File: config.mk
export PLATFORM = sky130hd
export DESIGN_NAME = aes_uart_framer
export DESIGN_NICKNAME = d
export VERILOG_FILES = /design/src/rtl/aes_uart_pkg.sv /design/src/rtl/aes_uart_framer_tx_seq.sv /design/src/rtl/aes_uart_framer.sv
export SDC_FILE = /design/constraint.sdc
export NUM_CORES = 1
export LEC_CHECK = 0
export ABC_AREA = 1
export BUFFER_PORTS_ARGS = -buffer_cell sky130_fd_sc_hd__buf_2
export CAP_MARGIN = 20
export CORE_MARGIN = 2
export CORE_UTILIZATION = 41
export CTS_CLUSTER_DIAMETER = 50
export DETAILED_ROUTE_END_ITERATION = 6
export GPL_ROUTABILITY_DRIVEN = 0
export HOLD_SLACK_MARGIN = 0.05
export PLACE_DENSITY = 0.71
export SLEW_MARGIN = 40
export SYNTH_ARGS = -nofsm -noshare
export SYNTH_HDL_FRONTEND = slang
export SYNTH_SLANG_ARGS = --single-unit
File: constraint.sdc
create_clock -name clk -period 3.4 [get_ports clk]
set_input_delay 0.34 -clock clk [delete_from_list [all_inputs] [get_ports clk]]
set_output_delay 0.34 -clock clk [all_outputs]
set_load 0.03 [all_outputs]
File: src/rtl/aes_uart_pkg.sv
// Shared constants, state encodings and sizing helpers for the AES UART framer.
package aes_uart_pkg;

    localparam int KEY_BYTES      = 32;
    localparam int TEXT_BYTES     = 16;
    localparam int TIMEOUT_CYCLES = 3480;
    localparam int FRAME_BYTES    = KEY_BYTES + TEXT_BYTES;
    localparam int BYTE_W         = 8;

    localparam logic [2:0] S_RECV     = 3'd0;
    localparam logic [2:0] S_START    = 3'd1;
    localparam logic [2:0] S_WAIT_AES = 3'd2;
    localparam logic [2:0] S_SEND     = 3'd3;
    localparam logic [2:0] S_HOLD     = 3'd4;
    localparam logic [2:0] S_DRAIN    = 3'd5;

    // Control FSM: CTL_XMIT covers the whole SEND/HOLD/DRAIN stream run by the streamer.
    typedef enum logic [2:0] {
        CTL_RECV     = S_RECV,
        CTL_START    = S_START,
        CTL_WAIT_AES = S_WAIT_AES,
        CTL_XMIT     = S_SEND
    } ctl_state_t;

    typedef enum logic [2:0] {
        TX_IDLE  = S_RECV,
        TX_SEND  = S_SEND,
        TX_HOLD  = S_HOLD,
        TX_DRAIN = S_DRAIN
    } tx_state_t;

    function automatic int cnt_width(input int n);
        return (n > 1) ? $clog2(n) : 1;
    endfunction

    localparam int GAP_W = cnt_width(TIMEOUT_CYCLES);

endpackage

File: src/rtl/aes_uart_framer_tx_seq.sv
// Result streamer: latches the ciphertext on go and pushes it LSB byte first
// through the serial_tx handshake (SEND -> HOLD -> DRAIN per byte).
module aes_uart_framer_tx_seq
    import aes_uart_pkg::*;
(
    input  logic                         clk,
    input  logic                         rst,
    input  logic                         go,
    input  logic [TEXT_BYTES*BYTE_W-1:0] result,
    input  logic                         tx_busy,
    output logic [BYTE_W-1:0]            tx_data,
    output logic                         tx_new,
    output logic                         done
);

    localparam logic [3:0] LAST_IDX = 4'(TEXT_BYTES - 1);

    tx_state_t                     tx_state_r;
    tx_state_t                     tx_state_nx_s;
    logic [TEXT_BYTES*BYTE_W-1:0]  res_q_r;
    logic [3:0]                    tx_idx_r;
    logic [BYTE_W-1:0]             tx_data_r;
    logic                          tx_new_r;
    logic                          load_s;
    logic                          strobe_s;
    logic                          adv_s;
    logic                          done_s;

    // Next-state and handshake decode; HOLD ignores tx_busy so the PHY has a cycle to raise it.
    always_comb begin
        tx_state_nx_s = tx_state_r;
        load_s        = 1'b0;
        strobe_s      = 1'b0;
        adv_s         = 1'b0;
        done_s        = 1'b0;
        case (tx_state_r)
            TX_IDLE: begin
                if (go) begin
                    load_s        = 1'b1;
                    tx_state_nx_s = TX_SEND;
                end else begin
                    tx_state_nx_s = TX_IDLE;
                end
            end
            TX_SEND: begin
                if (!tx_busy) begin
                    strobe_s      = 1'b1;
                    tx_state_nx_s = TX_HOLD;
                end else begin
                    tx_state_nx_s = TX_SEND;
                end
            end
            TX_HOLD: tx_state_nx_s = TX_DRAIN;
            TX_DRAIN: begin
                if (!tx_busy) begin
                    if (tx_idx_r == LAST_IDX) begin
                        done_s        = 1'b1;
                        tx_state_nx_s = TX_IDLE;
                    end else begin
                        adv_s         = 1'b1;
                        tx_state_nx_s = TX_SEND;
                    end
                end else begin
                    tx_state_nx_s = TX_DRAIN;
                end
            end
            default: tx_state_nx_s = TX_IDLE;
        endcase
    end

    // State, result buffer, byte index and registered strobe/data.
    always_ff @(posedge clk) begin
        if (rst) begin
            tx_state_r <= TX_IDLE;
            res_q_r    <= {(TEXT_BYTES*BYTE_W){1'b0}};
            tx_idx_r   <= 4'd0;
            tx_data_r  <= {BYTE_W{1'b0}};
            tx_new_r   <= 1'b0;
        end else begin
            tx_state_r <= tx_state_nx_s;
            tx_new_r   <= strobe_s;
            if (load_s) begin
                res_q_r  <= result;
                tx_idx_r <= 4'd0;
            end else if (adv_s) begin
                tx_idx_r <= tx_idx_r + 4'd1;
            end
            if (strobe_s) begin
                tx_data_r <= res_q_r[{tx_idx_r, 3'b000} +: BYTE_W];
            end
        end
    end

    assign tx_data = tx_data_r;
    assign tx_new  = tx_new_r;
    assign done    = done_s;

endmodule

File: src/rtl/aes_uart_framer.sv
// Framing controller: collects a 48-byte key+text frame from serial_rx, starts
// the AES core, and hands the result to the byte streamer for serial_tx.
module aes_uart_framer
    import aes_uart_pkg::*;
(
    input  logic                         clk,
    input  logic                         rst,
    input  logic [BYTE_W-1:0]            rx_data,
    input  logic                         rx_new,
    output logic [BYTE_W-1:0]            tx_data,
    output logic                         tx_new,
    input  logic                         tx_busy,
    output logic [KEY_BYTES*BYTE_W-1:0]  aes_key,
    output logic [TEXT_BYTES*BYTE_W-1:0] aes_text,
    output logic                         aes_start,
    input  logic                         aes_done,
    input  logic [TEXT_BYTES*BYTE_W-1:0] aes_result,
    output logic                         busy,
    output logic                         frame_err
);

    localparam logic [5:0]       LAST_BYTE = 6'(FRAME_BYTES - 1);
    localparam logic [GAP_W-1:0] GAP_LAST  = GAP_W'(TIMEOUT_CYCLES - 1);

    ctl_state_t                     ctl_r;
    ctl_state_t                     ctl_nx_s;
    logic [FRAME_BYTES*BYTE_W-1:0]  frame_r;
    logic [5:0]                     byte_cnt_r;
    logic [GAP_W-1:0]               gap_r;
    logic                           aes_start_r;
    logic                           busy_r;
    logic                           frame_err_r;
    logic                           accept_s;
    logic                           last_s;
    logic                           timeout_s;
    logic                           overrun_s;
    logic                           go_s;
    logic                           tx_done_s;

    // Control decode; a byte arriving on the timeout terminal cycle wins over the timeout.
    always_comb begin
        ctl_nx_s  = ctl_r;
        accept_s  = 1'b0;
        last_s    = 1'b0;
        timeout_s = 1'b0;
        go_s      = 1'b0;
        overrun_s = rx_new && (ctl_r != CTL_RECV);
        case (ctl_r)
            CTL_RECV: begin
                if (rx_new) begin
                    accept_s = 1'b1;
                    last_s   = (byte_cnt_r == LAST_BYTE);
                end else begin
                    timeout_s = (byte_cnt_r != 6'd0) && (gap_r == GAP_LAST);
                end
                if (last_s) begin
                    ctl_nx_s = CTL_START;
                end else begin
                    ctl_nx_s = CTL_RECV;
                end
            end
            CTL_START: ctl_nx_s = CTL_WAIT_AES;
            CTL_WAIT_AES: begin
                if (aes_done) begin
                    go_s     = 1'b1;
                    ctl_nx_s = CTL_XMIT;
                end else begin
                    ctl_nx_s = CTL_WAIT_AES;
                end
            end
            CTL_XMIT: begin
                if (tx_done_s) begin
                    ctl_nx_s = CTL_RECV;
                end else begin
                    ctl_nx_s = CTL_XMIT;
                end
            end
            default: ctl_nx_s = CTL_RECV;
        endcase
    end

    // Frame assembly, byte/gap counters and registered control outputs.
    always_ff @(posedge clk) begin
        if (rst) begin
            ctl_r       <= CTL_RECV;
            frame_r     <= {(FRAME_BYTES*BYTE_W){1'b0}};
            byte_cnt_r  <= 6'd0;
            gap_r       <= {GAP_W{1'b0}};
            aes_start_r <= 1'b0;
            busy_r      <= 1'b0;
            frame_err_r <= 1'b0;
        end else begin
            ctl_r       <= ctl_nx_s;
            aes_start_r <= (ctl_nx_s == CTL_START);
            busy_r      <= (ctl_nx_s != CTL_RECV);
            frame_err_r <= timeout_s | overrun_s;
            if (accept_s) begin
                frame_r[{byte_cnt_r, 3'b000} +: BYTE_W] <= rx_data;
                byte_cnt_r <= last_s ? 6'd0 : byte_cnt_r + 6'd1;
            end else if (timeout_s) begin
                byte_cnt_r <= 6'd0;
            end
            // Gap timer only runs while a partial frame is pending.
            if ((ctl_r == CTL_RECV) && (byte_cnt_r != 6'd0) && !rx_new && !timeout_s) begin
                gap_r <= gap_r + GAP_W'(1);
            end else begin
                gap_r <= {GAP_W{1'b0}};
            end
        end
    end

    aes_uart_framer_tx_seq u_tx_seq (
        .clk     (clk),
        .rst     (rst),
        .go      (go_s),
        .result  (aes_result),
        .tx_busy (tx_busy),
        .tx_data (tx_data),
        .tx_new  (tx_new),
        .done    (tx_done_s)
    );

    assign aes_key   = frame_r[KEY_BYTES*BYTE_W-1:0];
    assign aes_text  = frame_r[FRAME_BYTES*BYTE_W-1:KEY_BYTES*BYTE_W];
    assign aes_start = aes_start_r;
    assign busy      = busy_r;
    assign frame_err = frame_err_r;

endmodule

Word level (Yosys, flattened, before mapping)
Cells that the tools add are included.

storage, ports and cells
  register bits after elaboration = 552
  input bits = 141
  output and inout bits = 396
  word-level logic and storage cells = 78

cells by class
  $add $sub $neg = 4
  equality and inequality tests = 10
  shift-type cells = 3
  multiplexer cells = 32
  bitwise operators = 2
  reduce and logical (&&, ||, !) cells = 15

operators by type and width
  kind                                                    count
  bitwise mux 384 bit                                     1
  variable shift 8 x 11 -> 384 bit, first input constant  1
  variable part select 8 x 11 -> 384 bit                  1
  variable part select 128 x 8 -> 8 bit                   1
  one-hot mux 3 bit (4 select lines)                      2
  two-way mux 1 bit                                       21
  two-way mux 6 bit                                       3
  adder 12 x 1 -> 12 bit, second input constant           1
  == test 12 bit, second input constant                   1
  negator 9 -> 11 bit                                     1
  == test 3 x 2 -> 1 bit, second input constant           3
  adder 6 x 1 -> 6 bit, second input constant             1
  == test 3 x 1 -> 1 bit, second input constant           2
  == test 3 bit, second input constant                    2
  == test 6 bit, second input constant                    1
  zero test 3 bit                                         2
  two-way mux 2 bit                                       3
  two-way mux 3 bit                                       2
  nonzero test 3 bit                                      2
  nonzero test 6 bit                                      1
  logical AND 1 bit                                       5
  adder 4 x 1 -> 4 bit, second input constant             1
  == test 4 bit, second input constant                    1
  OR reduction 2 bit                                      2
  4 further kinds                                         5

Longest topological paths before layout
  depth after elaboration = 8
  gate-level depth with buffers = 15
  depth with buffers taken out = 14

By module
Synthesis repeated with hierarchy kept, for this count alone.

unflattened totals
  cell total of the unflattened synthesis = 3,171
  area, all modules = 22,713.0 µm²

by module, submodules not included
  module                  instances  cells each  area each (µm²)  sequential area each (µm²)
  aes_uart_framer         1          2,243       16,134.2         8,147.8
  aes_uart_framer_tx_seq  1          928         6,578.8          2,882.8

Worst setup path before layout
Ideal clock, no wire load.

  kind = flip-flop to flip-flop
  start point = reg byte_cnt_r[0]
  end point = reg frame_r[375]
  library setup time = 0.112 ns
  arrival time = 2.006 ns
  data required time = 3.288 ns
  slack = 1.282 ns
  stages on the path, launching flop included = 10
  path buffers = 2
  period minus slack after synthesis = 2.118 ns
  cells stage by stage = dfxtp_1 inv_2 ha_1 clkbuf_1 nand4_2 nor2_2 buf_2 nand4_1 nand2_1 nor2_1

on the way
  word-level cells in the longest chain between the ends = 3
  elaborated cells between the ends (all ways) = 4
  classes of those cells = 1 x add/sub; 2 x shift; 1 x mux

ends and longest elaborated chain
  what                                                                                               line                   source
  from (decl)                                                                                        aes_uart_framer.sv:28  logic [5:0] byte_cnt_r;
  from (signal assigned)                                                                             aes_uart_framer.sv:99  byte_cnt_r <= last_s ? 6'd0 : byte_cnt_r + 6'd1;
  negator 9 -> 11 bit (*)                                                                            aes_uart_framer.sv:98  frame_r[{byte_cnt_r, 3'b000} +: BYTE_W] <= rx_data;
  variable part select 8 x 11 -> 384 bit / variable shift 8 x 11 -> 384 bit (equally long branches)  aes_uart_framer.sv:98
  bitwise mux 384 bit (*)                                                                            aes_uart_framer.sv:98
  to (signal assigned)                                                                               aes_uart_framer.sv:86  frame_r <= {(FRAME_BYTES*BYTE_W){1'b0}};
  to (signal, indexed assignment)                                                                    aes_uart_framer.sv:98
  to (decl)                                                                                          aes_uart_framer.sv:27  logic [FRAME_BYTES*BYTE_W-1:0] frame_r;

Mark *: on every way between the ends. The rest lies on a longest branch, timed or not.
A chain may end at the register's enable or synchronous reset.

Worst setup path in the final report
  start point = reg byte_cnt_r[1]
  end point = reg frame_r[249]

The elaborated chain is that of the path after synthesis.

==> flow_summary.json <==
{
  "drive_gt1_share_pct": 20.37,
  "dr.first_iter.drc_count": 2036,
  "postCtsSetupBuffers": 0,
  "startpoint_type": "register",
  "start_util_pct": 41.58,
  "crit_type": "register to register",
  "netlist_area_sq_mm": 0.02194,
  "synthTopCellsByArea": "dfxtp_1 (50%), nor2_1 (15%), o21ai_0 (9.6%)",
  "worstHoldStart": "aes_result[86]",
  "power_density_mw_per_mm2": 496.9,
  "switching_share_pct": 24.76,
  "worst_ep_arrival_time_ps": 3530,
  "placed_area_sq_mm": 0.02518,
  "rows": 84,
  "cp-end-kind": "register",
  "grt_usage_pct": 28.56,
  "grt_pass1_wl_um": 125300,
  "cts_buffers": 61,
  "final_nets": 3784,
  "synth_largest_area_cell": "dfxtp_1",
  "crit_fanout": 22,
  "yosys_warnings": 0,
  "dp.cells": 4133,
  "outcome": "finished clean",
  "synthesis.nets": 3185,
  "grt_max_degree": 180,
  "finalHoldViolations": 0,
  "port_buffers": 536,
  "p_clk_share_pct": 47.6,
  "relSlewSlack_pct": 48.36,
  "fin_tns_setup_ps": 0,
  "startpoint": "byte_cnt_r[1]",
  "ys_ff_latch": 551,
  "fin_crit_ps": 3014,
  "rsz0062_at_grt": "no",
  "clk_pin_slew_ps": 60,
  "switching_power_uw": 3510,
  "seq_power_share_pct": 45.8,
  "clockBufferDepth": 3,
  "clkLatencyLatePin_ps": 630,
  "min_period_over_period_pct": 88.66,
  "yosys-top-cells-count": "nor2_1 (860), dfxtp_1 (551), o21ai_0 (420), nand2_1 (370), a21oi_1 (196)",
  "setup_slack_ps": 385.5,
  "drv_slew": 0,
  "synth-seq-area-share_pct": 50.28,
  "instances_no_fill": 4377,
  "overflow": 0,
  "p_int_uw": 10670,
  "maxCapViolCount": 0,
  "area_growth_syn_to_layout_pct": 30.06,
  "dp_hpwl_um": 55710,
  "avgViaCountPerCell": 5.256,
  "wirelength_um": 82010,
  "synth_edf_count": 0,
  "clock_skew_ps": 17.02,
  "required_ps": 3910,
  "clock_sinks": 551,
  "core-area_sq_mm": 0.05276,
  "cts_tree": "yes",
  "stdcell_area_sq_mm": 0.02853,
  "ys_async_sr_fraction_pct": 0,
  "vias": 23006,
  "yosys.area.top_type_share_pct": 50.28,
  "cts_hold_repair.buffers": 129,
  "comb_power_share_pct": 6.7,
  "die_h_um": 235.3,
  "drc": 0,
  "htree_levels": 2,
  "ir_worst_vdd_uv": 472.9,
  "root_buffer": "clkbuf_16",
  "wl_per_cell_um": 18.74,
  "p_leak_uw": 0.01276,
  "ant_nets": 0,
  "synthMostInstantiatedCell": "nor2_1",
  "die_width_um": 235.3,
  "cts_resized": 0,
  "antenna_found_initial": 3,
  "synthDistinctLibCells": 40,
  "fmax_mhz": 331.7,
  "post-place-ws_ps": 436.4,
  "synth.avg_cell_area_sq_um": 7.221,
  "io_pins": 537,
  "worst_hold_path_type": "input pin to register",
  "worst_slew_pin_slew_ps": 771.8,
  "syn-instance-count": 3038,
  "grt_pass1_vias": 21344,
  "dieArea_sq_mm": 0.05537,
  "yosys_most_used_dff": "dfxtp_1",
  "dr.pass1.iters": 7,
  "setup_viol": 0,
  "r2r_start": "byte_cnt_r[1]"
}
critical path: stages (launching register included):
cell and delay [ps]:
dfxtp_1 420, inv_1 90, ha_1 240, nand4_1 190, nand2_1 160, inv_2 160, nand3_4 280, inv_2 530
nand2_1 530, nor2_1 220, nor2_1 70
metrics by stage:
stage	hold slack (ps)	utilization (%)	power [uW]
final	68.52	54.08	14180
after global placement	444.9	47.72	7428
after floorplan	429.3	-	7117
after CTS	75.63	54.06	14190
after detailed placement	448.9	47.72	7428
after global routing	78.12	54.08	14590
power groups by stage:
| stage | Combinational, uW | Clock, uW | Sequential [uW] |
|---|---|---|---|
| 6_report | 946 | 6740 | 6490 |
| 5_1_grt | 1010 | 7090 | 6490 |
| 4_1_cts | 913 | 6790 | 6490 |
| 3_5_place_dp | 797 | 0 | 6630 |
| 3_3_place_gp | 797 | 0 | 6630 |
| 2_1_floorplan | 450 | 0 | 6670 |
sequential cells by signal (all words and copies together) (netlist names):
signal and count:
gap_r 12, frame_r 384, aes_start 1, u_tx_seq.tx_new 1
u_tx_seq.tx_data 8, byte_cnt_r 6, frame_err 1, busy 1
u_tx_seq.tx_idx_r 4, ctl_r 2, u_tx_seq.res_q_r 128, u_tx_seq.tx_state_r 3
cell usage in the layout, fill, tap and decap left out, types with 4 or more instances in the layout:
cell type,count
clkbuf_1,11
inv_2,19
clkbuf_8,12
nor2_4,8
clkbuf_16,61
o22ai_1,26
clkinv_1,5
nand2_2,8
inv_1,126
buf_12,4
nand4_1,45
nor3b_1,4
o211ai_1,7
nor2_1,860
nor3_1,40
ha_1,6
nand3_1,126
inv_6,4
buf_2,535
clkinv_2,13
dlygate4sd3_1,129
bufinv_16,4
nor2_2,17
o21ai_1,6
o21ai_0,420
dfxtp_1,550
buf_4,43
nand2_1,369
a21oi_1,196
routing by layer:
layer,track usage (%),up-vias,part of all wire [%]
li1,-,11108,-
met3,4.749,228,7.6
met5,0,-,0
met1,36.11,10643,41
met4,14.75,0,5.3
met2,47.01,1027,47
layout make-up:
| class | instances | area (sq um) |
|---|---|---|
| fill | 5016 | 24230 |
| sequential | 551 | 11030 |
| multi-input combinational | 2157 | 9603 |
| timing repair buffer | 712 | 4383 |
| clock buffer | 84 | 1733 |
| tap | 688 | 860.8 |
| inverter | 154 | 595.6 |
| clock inverter | 28 | 317.8 |
| antenna | 3 | 7.507 |
final timing paths:
check / endpoint / slack (ps) / depth (start not counted)
min reg2reg: frame_r[38] / 460 / 2
max: frame_r[249] / 390 / 10
max reg2reg: frame_r[249] / 390 / 10
min: u_tx_seq.res_q_r[86] / 70 / 3
logic make-up (layout without fill, tap and decap cells):
| logic type | count (synthesis) | in the layout | synth area share [%] |
|---|---|---|---|
| compound gates | 659 | 659 | 15.30 |
| xor+xnor | 3 | 3 | 0.1198 |
| fa+ha+maj | 6 | 6 | 0.3422 |
| buf+inv | 330 | 978 | 6.000 |
| flops | 551 | 551 | 50.28 |
| other cells | 0 | 3 | 0 |
| simple gates | 1489 | 1489 | 27.95 |
No activity file was read; power rests on OpenSTA's default activity.
